## config.mk

```make
export PLATFORM = sky130hd
export DESIGN_NAME = mem_bus_arbiter
export DESIGN_NICKNAME = d
export VERILOG_FILES = /design/src/rtl/mem_bus_arbiter_pkg.sv /design/src/rtl/mem_bus_arbiter_arb_rr2.sv /design/src/rtl/mem_bus_arbiter.sv
export SDC_FILE = /design/constraint.sdc
export NUM_CORES = 1
export LEC_CHECK = 0
export ABC_AREA = 1
export BUFFER_PORTS_ARGS = -buffer_cell sky130_fd_sc_hd__buf_4
export CELL_PAD_IN_SITES_DETAIL_PLACEMENT = 0
export CELL_PAD_IN_SITES_GLOBAL_PLACEMENT = 1
export CORE_AREA = 2 2 116 118
export DETAILED_ROUTE_END_ITERATION = 6
export DIE_AREA = 0 0 118 120
export HOLD_SLACK_MARGIN = 0.03
export PLACE_DENSITY = 0.82
export SETUP_SLACK_MARGIN = 0.4
export SYNTH_ARGS = -nofsm -noshare
export SYNTH_HDL_FRONTEND = slang
export SYNTH_SLANG_ARGS = --single-unit
```

## constraint.sdc

```tcl
create_clock -name clk -period 2.5 [get_ports clk]
set_input_delay 0.75 -clock clk [delete_from_list [all_inputs] [get_ports clk]]
set_output_delay 0.75 -clock clk [all_outputs]
set_load 0.02 [all_outputs]
```

## src/rtl/mem_bus_arbiter_pkg.sv

```systemverilog
// Shared encodings and constants for the two-master memory port arbiter.
package mem_bus_arbiter_pkg;

  // Encoding is visible on owner_o, so keep the values fixed.
  typedef enum logic [1:0] {
    S_IDLE  = 2'd0,
    S_GNT_I = 2'd1,
    S_GNT_D = 2'd2
  } arb_state_t;

  localparam logic OWNER_I = 1'b0;
  localparam logic OWNER_D = 1'b1;

  localparam int DEFAULT_TIMEOUT_W = 8;

endpackage

```

## src/rtl/mem_bus_arbiter_arb_rr2.sv

```systemverilog
// Two-requester round-robin picker: a lone requester wins, a tie goes to
// whichever master did not own the port last.
module arb_rr2
  import mem_bus_arbiter_pkg::*;
(
  input  logic req_i,
  input  logic req_d,
  input  logic last_owner,
  output logic pick
);

  always_comb begin
    pick = OWNER_I;
    if (req_i && req_d) pick = ~last_owner;
    else if (req_d)     pick = OWNER_D;
  end

endmodule

```

## src/rtl/mem_bus_arbiter.sv

```systemverilog
// Shares one external memory port between the I-side and D-side cache
// control units, holding the grant for a whole multi-beat transaction.
//
// state   | meaning
// S_IDLE  | no owner, memory outputs and acks forced to 0
// S_GNT_I | master I owns the port until it drops i_cs_i
// S_GNT_D | master D owns the port until it drops d_cs_i
module mem_bus_arbiter
  import mem_bus_arbiter_pkg::*;
#(
  parameter int ADDR_W    = 32,
  parameter int DATA_W    = 32,
  parameter int TIMEOUT_W = DEFAULT_TIMEOUT_W
) (
  input  logic              clk,
  input  logic              rst,
  input  logic              i_cs_i,
  input  logic              i_we_i,
  input  logic [ADDR_W-1:0] i_addr_i,
  input  logic [DATA_W-1:0] i_data_i,
  output logic [DATA_W-1:0] i_data_o,
  output logic              i_ack_o,
  input  logic              d_cs_i,
  input  logic              d_we_i,
  input  logic [ADDR_W-1:0] d_addr_i,
  input  logic [DATA_W-1:0] d_data_i,
  output logic [DATA_W-1:0] d_data_o,
  output logic              d_ack_o,
  output logic              mem_cs_o,
  output logic              mem_we_o,
  output logic [ADDR_W-1:0] mem_addr_o,
  output logic [DATA_W-1:0] mem_data_o,
  input  logic [DATA_W-1:0] mem_data_i,
  input  logic              mem_ack_i,
  output logic [1:0]        owner_o,
  output logic              err_timeout_o
);

  arb_state_t           state, state_nxt;
  logic                 last_owner, last_owner_nxt;
  logic [TIMEOUT_W-1:0] wdog, wdog_nxt;
  logic                 err_timeout;
  logic                 req_i, req_d, pick, owner_cs;

  // The current owner is masked out, so the same picker serves both the
  // idle decision and the handoff when the owner releases.
  assign req_i = i_cs_i && (state != S_GNT_I);
  assign req_d = d_cs_i && (state != S_GNT_D);

  arb_rr2 u_rr (
    .req_i      (req_i),
    .req_d      (req_d),
    .last_owner (last_owner),
    .pick       (pick)
  );

  always_comb begin
    state_nxt      = state;
    last_owner_nxt = last_owner;
    case (state)
      S_IDLE: begin
        if (req_i || req_d) state_nxt = (pick == OWNER_D) ? S_GNT_D : S_GNT_I;
      end
      S_GNT_I: begin
        if (!i_cs_i) begin
          last_owner_nxt = OWNER_I;
          state_nxt      = req_d ? S_GNT_D : S_IDLE;
        end
      end
      S_GNT_D: begin
        if (!d_cs_i) begin
          last_owner_nxt = OWNER_D;
          state_nxt      = req_i ? S_GNT_I : S_IDLE;
        end
      end
      default: state_nxt = S_IDLE;
    endcase
  end

  assign owner_cs = ((state == S_GNT_I) && i_cs_i) || ((state == S_GNT_D) && d_cs_i);

  always_comb begin
    wdog_nxt = '0;
    if (owner_cs && !mem_ack_i)
      wdog_nxt = (wdog == {TIMEOUT_W{1'b1}}) ? wdog : wdog + 1'b1;
  end

  always_ff @(posedge clk) begin
    if (!rst) begin
      state       <= S_IDLE;
      last_owner  <= OWNER_D;
      wdog        <= '0;
      err_timeout <= 1'b0;
    end else begin
      state      <= state_nxt;
      last_owner <= last_owner_nxt;
      wdog       <= wdog_nxt;
      if (wdog_nxt == {TIMEOUT_W{1'b1}}) err_timeout <= 1'b1;
    end
  end

  always_comb begin
    mem_cs_o   = 1'b0;
    mem_we_o   = 1'b0;
    mem_addr_o = '0;
    mem_data_o = '0;
    i_ack_o    = 1'b0;
    d_ack_o    = 1'b0;
    case (state)
      S_GNT_I: begin
        mem_cs_o   = i_cs_i;
        mem_we_o   = i_cs_i & i_we_i;
        mem_addr_o = i_addr_i;
        mem_data_o = i_data_i;
        i_ack_o    = mem_ack_i;
      end
      S_GNT_D: begin
        mem_cs_o   = d_cs_i;
        mem_we_o   = d_cs_i & d_we_i;
        mem_addr_o = d_addr_i;
        mem_data_o = d_data_i;
        d_ack_o    = mem_ack_i;
      end
      default: ;
    endcase
  end

  // Read data is broadcast; only the acked master consumes it.
  assign i_data_o      = mem_data_i;
  assign d_data_o      = mem_data_i;
  assign owner_o       = state;
  assign err_timeout_o = err_timeout;

endmodule

```

Word-level counts from Yosys, hierarchy flattened
Cells that the tools add are included.
{ "word_totals": {"regBits": 12, "latch_bits": 0, "mem_bits_rw": 0, "mem_bits_ro": 0, "inputBits": 167, "output_inout_bits": 135, "elab_cells": 50, "memories": 0} }
{ "op_classes": {"add_sub_neg": 1, "n_mul": 0, "div_mod_pow": 0, "order_cmp": 0, "eq_ne": 9, "n_shift": 0, "muxes": 20, "n_bitwise": 3, "reduce_logical": 13} }
{ "ops": {"columns": ["operator", "count"], "rows": [
  ["one-hot mux 32 bit (2 select lines)", 2],
  ["equality test 8 bit, second input constant", 2],
  ["two-way mux 8 bit", 2],
  ["two-way mux 2 bit", 5],
  ["adder 8 x 1 -> 8 bit, second input constant", 1],
  ["inequality test 2 bit, second input constant", 4],
  ["two-way mux 1 bit", 7],
  ["logical AND 1 bit", 6],
  ["one-hot mux 1 bit (2 select lines)", 3],
  ["one-hot mux 2 bit (3 select lines)", 1],
  ["AND reduction 3 bit", 2],
  ["AND 1 bit", 2],
  ["equality test 2 x 1 -> 1 bit, second input constant", 1],
  ["equality test 2 bit, second input constant", 1],
  ["zero test 2 bit", 1],
  ["logical OR 1 bit", 2],
  ["inequality test 2 x 1 -> 1 bit, second input constant", 1],
  ["nonzero test 2 bit", 1],
  ["zero test 1 bit", 1],
  ["NOT 1 bit", 1]
]} }

Depth between registers and ports, before layout
Gate-level depths: netlist (run 1).
{ "logic_depth": {"ltp_word": 7, "depth_mapped": 13, "depth_no_buf": 12} }

By module
Synthesis (run 1) repeated with hierarchy kept, for this count alone.
{ "hier_totals": {"hier_cells": 406, "hier_area_um2": 2168.3} }
{ "by_module_without_submodules": {"columns": ["module", "instances", "cells_each", "area_per_inst_um2", "seq_area_each_um2"], "rows": [
  ["mem_bus_arbiter", 1, 404, 2155.8, 240.2],
  ["arb_rr2", 1, 2, 12.5, 0.0]
]} }

Worst setup path after synthesis (run 1)
OpenSTA, ideal clock, no wires.
{ "synth_timing": {"kind": "reg2out", "startpoint": "reg state[1] (netlist: owner_o[1])", "endpoint": "out mem_data_o[11]", "t_arrival_ns": 1.667, "t_required_ns": 1.750, "path_slack_ns": 0.083, "path_stages_with_launch": 7, "n_path_buf": 3, "path_cell_list": "dfxtp_1 -> ha_1 -> buf_2 -> buf_2 -> buf_1 -> nand2_1 -> a21oi_1"} }
{ "synth_between": {"elab_chain_cells": 2, "word_cells_on_any_way": 3, "classes_between": "2 x eq/ne; 1 x mux"} }
{ "synth_rtl": {"columns": ["element", "line_no", "text"], "rows": [
  ["from (decl)", "mem_bus_arbiter.sv:39", "arb_state_t state, state_nxt;"],
  ["from (signal assigned)", "mem_bus_arbiter.sv:95", "state <= state_nxt;"],
  ["equality test 2 bit or equality test 2 x 1 -> 1 bit (tied branches)", "mem_bus_arbiter.sv:109", "case (state)"],
  ["one-hot mux 32 bit (2 select lines) *", "mem_bus_arbiter.sv:109", null],
  ["to (decl)", "mem_bus_arbiter.sv:32", "output logic [DATA_W-1:0] mem_data_o,"]
]} }
Mark *: on every way between the ends. The rest lies on a longest branch, timed or not.

Worst setup path after layout (run 1)
{ "layout_timing": {"startpoint": "reg state[1] (netlist: owner_o[1])", "endpoint": "out mem_data_o[4]"} }
The elaborated chain is that of the path after synthesis.

==> results of run 1 <==
power by group:
group          internal (W)  switching, W
clock              0.000214     0.0000806
combinational       0.00173       0.00210
sequential         0.000221     0.0000303
total               0.00217       0.00221
final cells by class:
cell class	count	area share
clock buffers	4	0.0160
inverters	17	0.0155
multi-input cells	281	0.407
flip-flops and latches	12	0.0504
well taps	176	0.0448
repair buffers	238	0.466
state kept, by name, summed over array words and instances (netlist names):
signal and cells:
err_timeout_o 1, last_owner 1, owner_o 2, wdog 8
critical path: cells and delay by family (launching register included):
family / cells / cell delay, ps
buffers and inverters: 4 / 440
AO/OA/AOI/OAI: 1 / 140
flip-flops: 1 / 390
adder cells (fa/ha/maj): 1 / 290
metrics by stage:
stage | utilization | power [W] | setup slack (ps) | instance area [um^2]
global placement | 0.307 | 0.00292 | 271 | 3980
finish | 0.379 | 0.00438 | 242 | 4920
floorplan | - | 0.00221 | 365 | 2720
CTS | 0.348 | 0.00393 | 191 | 4520
global route | 0.379 | 0.00461 | 189 | 4920
detailed placement | 0.307 | 0.00295 | 230 | 3980
timing repair:
action | CTS | global route
endpoints found under the setup margin | 68 | 69
gates resized for setup | 71 | 72
pin swaps | 4 | 26
setup buffers | 9 | 3
cloned | 4 | 6
per-layer routing:
layer	up-vias	track usage	part of all wire
met5	-	0	0
li1	1510	-	-
met1	1491	0.162	0.39
met4	0	0.0264	0.013
met2	134	0.256	0.52
met3	26	0.0380	0.078
worst max path at each step:
stage | start | endpoint | slack [ps]
detailed placement | owner_o[1] | mem_data_o[13] | 230
global route | owner_o[1] | mem_data_o[1] | 190
finish | owner_o[1] | mem_data_o[4] | 240
CTS | owner_o[1] | mem_data_o[13] | 190
floorplan | owner_o[0] | mem_data_o[11] | 370
global placement | owner_o[0] | mem_addr_o[5] | 270
cells by family after synthesis:
logic type | after synthesis
simple gates | 198
compound gates | 77
xor+xnor | 1
flops | 12
buf+inv | 105
fa+ha+maj | 5
cell usage after synthesis (all sizes together):
cell type  instances  share of area
a21oi             66           0.15
a22oi              2         0.0069
a31oi              1         0.0029
buf               77           0.25
clkbuf            11          0.019
dfxtp             12           0.11
ha                 5          0.029
inv               17          0.030
nand2            161           0.29
nand3             16          0.037
nand3b             1         0.0035
nor2              18          0.039
nor3               2         0.0046
o211ai             1         0.0035
o21ai              6          0.014
o21bai             1         0.0035
xnor2              1         0.0041
==> results.md, run 1 <==
- Post-layout instance count excluding filler cells: 728
- Count of routing violations after the opening detailed-route iteration: 131
- Number of clock sinks: 12
- Critical path type: flop to output pin
- Share of final-layout standard cells stronger than drive strength 1: 0.670
- Launch instance of the worst min-delay path: err_timeout_o
- Max-cap violations: 0
- Worst vdd ir: 0.468 mV
- Initial antenna violation count: 0
- Total CTS buffers: 3
- Instance count after placement with tap cells included: 702
- Final-report setup violation count: 0
- Number of cells on the worst hold path: 2
- DIE AREA: 0.0142 mm^2
- Starting Density: 0.167
- Result of the run: completed
- Data arrival, critical path: 1510 ps
- Post-synthesis adder-cell area fraction: 0.0289
- Post-synthesis share of cell area spent on xor and xnor gates: 0.00405
- Type of origin of the critical path: flop
- Main combinational cell family by area after synthesis: simple AND/OR/NAND/NOR gates
- Ports placed on the boundary: 302
- Tcrit/Tclk final: 0.903
- Layout overhead on the synthesized area: 127%
- TritonCTS clock tree: yes
- Cell chosen for the clock root: clkbuf_16
- Vias per Instance: 4.34
- Chip Width: 118 um
- Final wirelength: 11.2 mm
- Final-report hold violation count: 0
- Syn nets: 570
- Synthesis Warnings: 0
- Cells along the critical path: inv_4, ha_4, inv_8, buf_12, a21oi_2, buf_6
- HPWL reported at the end of detailed placement: 7.96 mm
- Weighted congestion reported at the end of routability-driven placement: 0.782
- CP endpoint kind: output pin
- Cell count after synthesis: 398
- Total area of sequential cells: 248 um^2
- H-tree depth: 1
- Std-Cell Rows: 42
- Number of synthesized register bits: 12
- Least-Margin Pin Slew: 395 ps
- Skew final: 3.70 ps
- Maximum clock frequency: 443 MHz
- Clock latency on the worst-skew pair: 240 ps
- Flop2flop setup slack: 610 ps
- Number of global-route vias before repair: 3156
- Multi-input logic area: 0.00200 mm^2
- Largest net degree at the start of global routing: 25
- Synth Area in Compound Gates: 0.185
- Synth Cell Area: 0.00216 mm^2
- Worst hold margin: 467 ps
- First-pass iteration count of the detailed router: 4
- RR Endpoint: err_timeout_o
- DRC violation count after routing: 0
- Slowest stage cell on the critical path: dfxtp_4
- Die Span Y: 120 um
- Routed wirelength normalized by instance count: 15.3 um
- Maximum buffer depth of the clock tree: 2
- Hold Buf Count CTS: 0
- Gr ovfl total: 0
- Distinct cell type count of the synthesized netlist: 25
- Source of the worst register-to-register timing path: owner_o[1]
- Hold path endpoint: err_timeout_o
- Worst Path Required: 1750 ps
- Critical-path maximum fanout: 13
- Simple-gate share of the synthesized area: 0.371
- Antenna cell count: 0
- Number of pins exceeding their max-slew limit in the final report: 0
- Sequential area share after synthesis: 0.111
- Number of cells traversed by the worst register-to-register path: 15
- Shortest period the worst path allows: 2260 ps
- Delay of the slowest critical-path stage: 390 ps
- Global-route wire length before repair: 16.0 mm
- Count of buffers from port buffering: 205
- Antenna violation net count after detailed routing: 0
- Most common cell after layout, fill and taps aside: buf_4
- Multiplexer fraction of the synthesized cell area: 0
- Pleak: 2.00 nW
- Filler cells: 1286
- Total power density per cell area: 890 mW/mm^2
- Highest-count cells in the layout ignoring fill and taps: buf_4, nand2_1, buf_6
- Number of nets in the final layout: 725
- Kind of path behind the tightest hold check: flop to flop
- Setup tns final: 0 ps
- Worst relative slew slack: 0.737
- Core area: 0.0130 mm^2
- Setup repair after global routing missed its margin: yes
- Worst-path clk slew: 40 ps
- Post-synthesis average cell area: 5.43 um^2
- Vias after detailed routing: 3161
- Global-route usage over all layers: 0.139
(Power assumes the default switching activity.)
==> run 2: changes to the inputs <==
Settings changed: CORE_AREA 2 2 116 118 to unset, CORE_ASPECT_RATIO set to 0.6, CORE_MARGIN set to 1, CORE_UTILIZATION set to 17, DIE_AREA 0 0 118 120 to unset, PLACE_DENSITY 0.82 to 0.83.
==> run 2 against run 1 <==
  * Sequential power down 4%
  * First-iteration DRC count shrank 36%
  * Worst setup slack worse by 41 ps
  * Clock skew about the same
  * Combinational power is 19% higher
  * Critical path type unchanged
  * Largest power group unchanged
==> results.md, run 2 (synthesis results as in run 1) <==
- Result of the run: completed
- Highest-count cells in the layout ignoring fill and taps: buf_4, nand2_1, buf_6
- Cell chosen for the clock root: clkbuf_16
- Share of final-layout standard cells stronger than drive strength 1: 0.683 (+0.0123)
- DIE AREA: 0.0132 mm^2 (-6.9%)
- Flop2flop setup slack: 660 ps (+50 ps)
- Chip Width: 148 um (+25%)
- Final-report hold violation count: 0 (unchanged)
- Count of routing violations after the opening detailed-route iteration: 84 (-36%)
- HPWL reported at the end of detailed placement: 6.99 mm (-12%)
- Initial antenna violation count: 0 (unchanged)
- Met3 layer wire length in the routed design: 809 um (-7.4%)
- Worst relative slew slack: 0.767 (+0.0309)
- Number of global-route vias before repair: 2818 (-11%)
- Routed wirelength normalized by instance count: 14.9 um (-3.1%)
- Worst vdd ir: 0.488 mV (+4.3%)
- Antenna violation net count after detailed routing: 0 (unchanged)
- Post-layout instance count excluding filler cells: 729 (+0.14%)
- Shortest period the worst path allows: 2300 ps (+40.7 ps)
- Critical path endpoint: mem_data_o[31]
- Setup repair after global routing missed its margin: yes
- Place WS: 268 ps (+38.1 ps)
- Global-route usage over all layers: 0.130 (-0.00926)
- Tcrit/Tclk final: 0.919 (+0.0163)
- Total CTS buffers: 3 (unchanged)
- Largest net degree at the start of global routing: 27 (+8.0%)
- Portion of total power attributed to sequential cells: 0.048 (-0.009)
- Setup tns final: 0 ps (unchanged)
- Tot Pwr: 0.00508 W (+16%)
- Number of pins exceeding their max-slew limit in the final report: 0 (unchanged)
- Data arrival, critical path: 1550 ps (+40 ps)
- First-pass iteration count of the detailed router: 4 (unchanged)
- Clock power share: 0.058 (-0.009)
- Source of the worst register-to-register timing path: owner_o[1]
- Type of origin of the critical path: flop
- Layout overhead on the synthesized area: 144%
- Count of buffers from port buffering: 205 (unchanged)
- Antenna cell count: 0 (unchanged)
- Launch instance of the worst min-delay path: err_timeout_o
- Switching power of the nets: 0.00245 W (+11%)
- H-tree depth: 1 (unchanged)
- Skew final: 4.08 ps (+0.387 ps)
- Largest register FFs: 8 (unchanged)
- Detailed route wirelength on metal2: 5.70 mm (-1.2%)
- Number of clock sinks: 12 (unchanged)
- Reg with most FFs: wdog
- Highest routed layer: met4
- Switch share: 0.482 (-0.0229)
- Worst-path clk slew: 40 ps (about the same)
- Layout Cell Area excl Fill: 0.00528 mm^2 (+7.4%)
- Maximum buffer depth of the clock tree: 2 (unchanged)
- Setup slack of the critical path after layout: 201 ps (-40.7 ps)
- Internal portion of total power: 0.00263 W (+21%)
- Total power density per cell area: 962 mW/mm^2 (+8.1%)
- DRC violation count after routing: 0 (unchanged)
- Final-report setup violation count: 0 (unchanged)
- Clock latency on the worst-skew pair: 240 ps (about the same)
- Instance count after placement with tap cells included: 694 (-1.1%)
- Max-cap violations: 0 (unchanged)
- Weighted congestion reported at the end of routability-driven placement: 0.753 (-3.8%)
- Part of the power in combinational logic: 0.895 (+0.020)
- Most common cell after layout, fill and taps aside: buf_4
- Pleak: 2.18 nW (+9.2%)
- Number of nets in the final layout: 737 (+1.7%)
- Critical path launch point: owner_o[1]
- Number of cells traversed by the worst register-to-register path: 11 (-4)
- Die Span Y: 89.4 um (-26%)
- Core area: 0.0122 mm^2 (-5.9%)
- Least-Margin Pin Slew: 345 ps (-49.5 ps)
- Instance area at placement: 0.00401 mm^2 (+0.85%)
- Ports placed on the boundary: 302 (unchanged)
- Post-Route M1 WL: 4.26 mm (-2.5%)
- Maximum clock frequency: 435 MHz (-1.8%)
- Kind of path behind the tightest hold check: flop to flop
- Vias after detailed routing: 3139 (-0.70%)
- CP endpoint kind: output pin
- Final wirelength: 10.8 mm (-2.9%)
- Vias per Instance: 4.31 (-0.83%)
- Starting Density: 0.177 (+0.0104)
- Critical-path maximum fanout: 7 (-6)
- Std-Cell Rows: 31 (-26%)
- Critical path type: flop to output pin
- Global-route wire length before repair: 13.8 mm (-14%)
- RR Endpoint: owner_o[1]
- Gr ovfl total: 0 (unchanged)
- TritonCTS clock tree: yes
- Worst Path Required: 1750 ps (about the same)
-- run 2: changes by cell type in the layout (fill, tap and decap cells not counted), sizes merged --
cell and change:
buf +11, clkbuf +1
-- run 2: worst min-delay path by stage --
stage | endpoint | slack, ps | cells after the start
after global placement | err_timeout_o | 460 | 2
final | err_timeout_o | 460 | 2
after global routing | err_timeout_o | 480 | 2
after CTS | err_timeout_o | 460 | 2
after floorplan | last_owner | 470 | 2
after detailed placement | err_timeout_o | 460 | 2
-- run 2: critical path, cell delays in order (launching register included) --
cell	delay [ps]
dfxtp_4	360
buf_6	110
ha_4	170
buf_12	140
buf_4	120
nand2_1	100
a21oi_4	170
buf_6	130
-- run 2: what timing repair did --
action,4_1_cts,5_1_grt
pin swaps,7,41
resized for setup,89,86
setup buffers,17,0
endpoints found under the setup margin,67,67
cloned,6,8
hold buffers,0,0
-- run 2: power by group through the flow --
stage | Clock (W) | Combinational, W | Sequential (W)
3_5_place_dp | 0 | 0.00271 | 0.000246
4_1_cts | 0.000299 | 0.00382 | 0.000241
6_report | 0.000292 | 0.00455 | 0.000242
3_3_place_gp | 0 | 0.00267 | 0.000244
2_1_floorplan | 0 | 0.00195 | 0.000257
5_1_grt | 0.000308 | 0.00477 | 0.000244
-- run 2: routing by layer --
| layer | up-vias | track usage |
|---|---|---|
| li1 | 1534 | - |
| met1 | 1450 | 0.160 |
| met2 | 147 | 0.236 |
| met3 | 8 | 0.0281 |
| met4 | 0 | 0.0244 |
| met5 | - | 0 |
-- run 2: layout make-up --
class	instances	area, um^2
flip-flops and latches	12	248
multi-input cells	281	2140
repair buffers	250	2530
clock buffers	4	78.8
well taps	165	206
fillers	1168	6940
inverters	17	78.8
-- run 2: stage by stage --
step | util | hold WS, ps
after global routing | 0.432 | 485
after global placement | 0.329 | 457
after floorplan | - | 468
after detailed placement | 0.329 | 456
after CTS | 0.389 | 464
final | 0.432 | 460
